$ cat config.mk
export PLATFORM = sky130hd
export DESIGN_NAME = regfile_write_ctrl
export DESIGN_NICKNAME = d
export VERILOG_FILES = /design/src/rtl/regfile_write_ctrl.sv
export SDC_FILE = /design/constraint.sdc
export NUM_CORES = 1
export LEC_CHECK = 0
export BUFFER_PORTS_ARGS = -buffer_cell sky130_fd_sc_hd__buf_2
export CAP_MARGIN = 20
export CORE_ASPECT_RATIO = 2
export CORE_MARGIN = 5
export CORE_UTILIZATION = 48
export CTS_CLUSTER_SIZE = 30
export DETAILED_ROUTE_END_ITERATION = 12
export HOLD_SLACK_MARGIN = 0.15
export PLACE_DENSITY = 0.84
export SLEW_MARGIN = 20
export SYNTH_ARGS = -nofsm -noshare
export SYNTH_HDL_FRONTEND = slang
export SYNTH_SLANG_ARGS = --single-unit
$ cat constraint.sdc
create_clock -name clk -period 6.8 [get_ports clk]
set_clock_uncertainty 0.1 [all_clocks]
set_input_delay 0.68 -clock clk [delete_from_list [all_inputs] [get_ports clk]]
set_output_delay 0.68 -clock clk [all_outputs]
set_load 0.005 [all_outputs]
$ cat src/rtl/regfile_write_ctrl.sv
// regfile_write_ctrl: clears registers 1..NUM_REGS-1 after reset, then shares
// the single register-file write port between the ALU (A) and load (B)
// writeback requesters using a round-robin valid/ready arbiter.
module regfile_write_ctrl #(
    parameter int unsigned NUM_REGS   = 32,
    parameter int unsigned DATA_WIDTH = 64,
    parameter int unsigned ADDR_WIDTH = 6
) (
    input  logic                  clk,
    input  logic                  rst,
    input  logic                  a_valid,
    input  logic [ADDR_WIDTH-1:0] a_addr,
    input  logic [DATA_WIDTH-1:0] a_data,
    output logic                  a_ready,
    input  logic                  b_valid,
    input  logic [ADDR_WIDTH-1:0] b_addr,
    input  logic [DATA_WIDTH-1:0] b_data,
    output logic                  b_ready,
    output logic                  rf_reg_write,
    output logic [ADDR_WIDTH-1:0] rf_write_register,
    output logic [DATA_WIDTH-1:0] rf_write_data,
    output logic                  rf_src,
    output logic                  init_done
);

    // One extra bit so NUM_REGS itself is representable in the range check
    localparam int unsigned ADDR_EXT_WIDTH = ADDR_WIDTH + 1;
    localparam logic [ADDR_WIDTH-1:0]     LAST_IDX  = ADDR_WIDTH'(NUM_REGS - 1);
    localparam logic [ADDR_EXT_WIDTH-1:0] REG_LIMIT = ADDR_EXT_WIDTH'(NUM_REGS);

    typedef enum logic {
        ST_INIT = 1'b0,
        ST_RUN  = 1'b1
    } state_t;

    // Priority pointer encoding: 0 favours A, 1 favours B
    localparam logic PRIO_A = 1'b0;
    localparam logic PRIO_B = 1'b1;

    state_t                r_state;
    logic [ADDR_WIDTH-1:0] r_cnt;
    logic                  r_prio;
    logic                  r_rf_reg_write;
    logic [ADDR_WIDTH-1:0] r_rf_write_register;
    logic [DATA_WIDTH-1:0] r_rf_write_data;
    logic                  r_rf_src;
    logic                  r_init_done;

    logic                  w_run;
    logic                  w_a_ready;
    logic                  w_b_ready;
    logic                  w_a_xfer;
    logic                  w_b_xfer;
    logic                  w_xfer;
    logic [ADDR_WIDTH-1:0] w_win_addr;
    logic [DATA_WIDTH-1:0] w_win_data;
    logic                  w_addr_ok;

    // Arbitration: readies depend only on the other requester and the pointer,
    // so at most one of the two transfers can happen in a cycle
    always_comb begin
        w_run      = (r_state == ST_RUN);
        w_a_ready  = w_run && (!b_valid || (r_prio == PRIO_A));
        w_b_ready  = w_run && (!a_valid || (r_prio == PRIO_B));
        w_a_xfer   = a_valid && w_a_ready;
        w_b_xfer   = b_valid && w_b_ready;
        w_xfer     = w_a_xfer || w_b_xfer;
        w_win_addr = w_b_xfer ? b_addr : a_addr;
        w_win_data = w_b_xfer ? b_data : a_data;
        // Register 0 is hardwired and indices past the array are not storage
        w_addr_ok  = (w_win_addr != '0) && ({1'b0, w_win_addr} < REG_LIMIT);
    end

    // Control FSM: clear sweep in INIT, arbitrated writeback in RUN
    always_ff @(posedge clk or posedge rst) begin
        if (rst) begin
            r_state             <= ST_INIT;
            r_cnt               <= ADDR_WIDTH'(1);
            r_prio              <= PRIO_A;
            r_rf_reg_write      <= 1'b0;
            r_rf_write_register <= '0;
            r_rf_write_data     <= '0;
            r_rf_src            <= 1'b0;
            r_init_done         <= 1'b0;
        end else begin
            case (r_state)
                ST_INIT: begin
                    r_rf_reg_write      <= 1'b1;
                    r_rf_write_register <= r_cnt;
                    r_rf_write_data     <= '0;
                    r_rf_src            <= 1'b0;
                    if (r_cnt == LAST_IDX) begin
                        r_state     <= ST_RUN;
                        r_init_done <= 1'b1;
                    end else begin
                        r_cnt <= r_cnt + ADDR_WIDTH'(1);
                    end
                end
                ST_RUN: begin
                    if (w_xfer) begin
                        r_rf_reg_write      <= w_addr_ok;
                        r_rf_write_register <= w_win_addr;
                        r_rf_write_data     <= w_win_data;
                        r_rf_src            <= w_b_xfer;
                        r_prio              <= w_a_xfer ? PRIO_B : PRIO_A;
                    end else begin
                        r_rf_reg_write <= 1'b0;
                    end
                end
                default: begin
                    r_state <= ST_INIT;
                end
            endcase
        end
    end

    assign a_ready           = w_a_ready;
    assign b_ready           = w_b_ready;
    assign rf_reg_write      = r_rf_reg_write;
    assign rf_write_register = r_rf_write_register;
    assign rf_write_data     = r_rf_write_data;
    assign rf_src            = r_rf_src;
    assign init_done         = r_init_done;

endmodule

Yosys cells after proc, flatten, opt, wreduce, memory -nomap -nowiden
Index checks and enable logic that the tools add are counted.

Input port bits: 144. Flip-flop bits (word level): 81. Output and inout port bits: 75. Word-level logic and storage cells: 42.

Order comparisons: 1. Reduce and logical (&&, ||, !) cells: 14. Equality and inequality tests: 2. Mux-type cells: 13. Add/subtract/negate cells: 1. Bitwise operators: 3.

Operators by type and width (count): two-way mux 64 bit (2); one-hot mux 64 bit (2 select lines) (1); two-way mux 6 bit (2); one-hot mux 6 bit (2 select lines) (1); adder 6 x 1 -> 6 bit (second input constant) (1); equality test 6 x 5 -> 1 bit (second input constant) (1); less-than comparator 6 bit (second input constant) (1); AND reduction 2 bit (3); nonzero test 6 bit (1); logical AND 1 bit (5); two-way mux 1 bit (5); one-hot mux 1 bit (2 select lines) (2); logical OR 1 bit (3); inverter 1 bit (3); logical NOT 1 bit (2); inequality test 2 x 1 -> 1 bit (second input constant) (1).

Logic depth before layout (Yosys ltp)
Depth in word-level cells: 9. Depth in mapped cells: 7. Depth with buffers taken out: 5.

Worst setup path before layout
No wires, ideal clock.

Path type: reg-to-output. Start: register r_state. End: output b_ready. Arrival: 1.157 ns. Cell stages (with the launch flop): 5. Slack: 4.863 ns. Buffers on the path: 3. Data required time: 6.020 ns. Path through: dfrtp_1 > buf_4 > clkbuf_1 > clkbuf_1 > and2_1.

Cells in the longest elaborated chain, start to end: 1.

RTL lines: from (decl) (RTL line 40) `state_t r_state;`; from (signal assigned) (RTL line 77) `r_state <= ST_INIT;`; from (signal assigned) (RTL line 93) `r_state <= ST_RUN;`; from (signal assigned) (RTL line 111) `r_state <= ST_INIT;`; logical AND 1 bit (RTL line 64) `w_b_ready = w_run && (!a_valid || (r_prio == PRIO_B));`; to (decl) (RTL line 18) `output logic b_ready,`.

Every way passes these cells.

Final worst setup path
Start: register r_state. End: output a_ready.

Cells in the longest elaborated chain, start to end: 1.

RTL lines: logical AND 1 bit (RTL line 63) `w_a_ready = w_run && (!b_valid || (r_prio == PRIO_A));`; to (decl) (RTL line 14) `output logic a_ready,`.

Every way passes these cells.

==> metrics.txt <==
CTS tree built; commonest non-fill, non-tap cell in the layout buf_2; Hold Path Class reg2reg; RePlAce Congestion 0.8562; final setup margin 4.092 ns; EDFF count, synth 0; Area growth syn-to-layout 37.46%; post-DR vias/cell 5.398; row cnt 46; Slew @ Worst Pin 0.9621 ns; DRC viols 0; setup tns final 0 ns; mux share of post-synthesis cell area 0.1810; Ant. Diodes 0; CP required 6.02 ns; drt total wl 10,800 um; setup violators final 0; grt ovf 0; crit end category output pin; number of global-route vias before repair 3,681; unrepaired setup endpoints after global routing false; FMAX 369.3 MHz; top_reg_cell synth dfrtp_1; starting density of the core 0.4891; post-synthesis sequential area ratio 0.5221; Die Height 137.2 um; Setup Buffers After CTS 0; Worst slew margin 0.3561; Post-CTS Hold Buffers 0; Leak Pwr 0.002677 uW; Synth area leaders dfrtp_1, mux2i_1, nand3_1; final net count 713; most frequent cells in the layout buf_2, dfrtp_1, mux2i_1; clock latency on the worst-skew pair 0.32 ns; max cap viols 0; initial antenna violation count 0; Routed wire per std cell 16.14 um; crit share post-route 0.3982; Routed Antenna Nets 0; Clock Tree Root clkbuf_16; H-tree depth 3; main combinational cell family by area after synthesis multiplexers; fin crit period 2.708 ns; PortBufs 218; Resize count post-CTS 0; largest net degree at the start of global routing 89; via count 3,611; fin. max-slew vios 0; area share of the largest cell type after synthesis 0.5153; simple logic cell fraction of the synthesized area 0.1214; post-synthesis adder-cell area fraction 0.003221; TritonCTS Sinks 81; DP Worst Slack 3.963 ns; core outline area 7943 um2; CP Data Arrival Time 1.93 ns; Synthesis Warnings 0; Syn Std Cell Area 3885 um2; CTS Buffer Depth 2; #FFs+latches synth 81; I/O pin cnt 219; critical path launch point type register; PwrDens 248.5 nW/um2; CTS Buf Count 9; clock-pin slew on the worst setup and hold paths 0.06 ns; Synth Area in XOR/XNOR 0.006763; global-route wire length before repair 16,500 um; slowest stage cell, crit path buf_4; final core occ 0.6723; cell count after synthesis 366; 1st-pass router iterations 4; mean post-synth cell area 10.61 um2; Max VDD drop 0.1921 mV; Synth cell types 40; Net Count, Synth 511; Worst Path Max Fanout 81; GRT Total Usage 0.2084; fill count 651; Synth area leader dfrtp_1; hpwl dp 8122 um; status completed; die area 10,100 um2; CP Class reg2out; Die Width 73.62 um; final hold vios 0; Worst path max stage delay 0.61 ns; layout cells sized above 1 0.4311; DR iter-0 viols 239; complex-gate fraction of the synthesized area 0.1182; cells along the critical path buf_4 -> inv_1 -> nor2_1 -> buf_2; FFs w/ async S/R, synth 1.000
[critical path: cells and delay by family (launching register included)]
family | cells | cell delay (ns)
flops | 1 | 0.35
buf+inv | 3 | 1.07
simple gates | 1 | 0.17
[Yosys cell counts, drive strengths merged (2+ instances only)]
cell type	count
o221a	2
o21ai	67
and3	2
xor2	2
nor2	5
clkbuf	20
nand2	6
dfrtp	80
inv	4
nand3	67
buf	11
a21oi	5
mux2	2
nor2b	3
mux2i	68
nor3	2
nand2b	2
and2	2
[cells by family after synthesis]
kind of cell,count (synthesis)
compound gates,83
xor+xnor,3
fa+ha+maj,1
buf+inv,35
flops,81
mux,70
simple gates,93
[sequential cells by signal, indices dropped and copies added (netlist names)]
| signal | count |
|---|---|
| r_cnt | 6 |
| rf_write_data | 64 |
| r_state | 1 |
| rf_src | 1 |
| rf_reg_write | 1 |
| init_done | 1 |
| rf_write_register | 6 |
| r_prio | 1 |
[power breakdown]
part | leakage, uW | internal (uW) | switching, uW
combinational | 0.00156 | 115 | 109
sequential | 0.000947 | 532 | 26.2
clock | 0.000172 | 366 | 179
total | 0.00268 | 1010 | 314
[per-layer routing]
layer,track usage,share of wire
met1,0.2384,0.36
met2,0.3473,0.51
met3,0.05259,0.081
met4,0.1149,0.048
met5,0,0
[per-stage QoR]
| stage | instance area, um2 | power (uW) | instances | hold WS [ns] |
|---|---|---|---|---|
| 2_1_floorplan | 3885 | 676.3 | 366 | 0.3510 |
| 3_3_place_gp | 4965 | 781.5 | 652 | 0.3393 |
| 3_5_place_dp | 4965 | 793.4 | 652 | 0.3429 |
| 4_1_cts | 5309 | 1344 | 668 | 0.3577 |
| 5_1_grt | 5340 | 1393 | 669 | 0.3816 |
| 6_report | 5340 | 1327 | 669 | 0.3538 |
[final cells by class]
cell class              count  area, um2  share of cell area
clock inverters             6      105.1             0.01968
well taps                  96      120.1             0.02249
flip-flops and latches     81       2029              0.3800
inverters                   4      16.27            0.003046
repair buffers            222       1145              0.2144
multi-input cells         250       1685              0.3156
clock buffers              10      239.0             0.04475
[path summary, 6_finish.rpt]
| check | end | slack (ns) | cells after the start | from |
|---|---|---|---|---|
| max | a_ready | 4.09 | 4 | r_state |
| max reg2reg | rf_write_data[27] | 4.33 | 5 | r_state |
| min | init_done | 0.35 | 1 | init_done |
| min reg2reg | init_done | 0.35 | 1 | init_done |
| min in group asynchronous | rf_write_data[37] | 0.44 | 3 | rst |
| max in group asynchronous | r_state | 5.65 | 3 | rst |
Note: power is estimated with default switching activity, not from simulation.
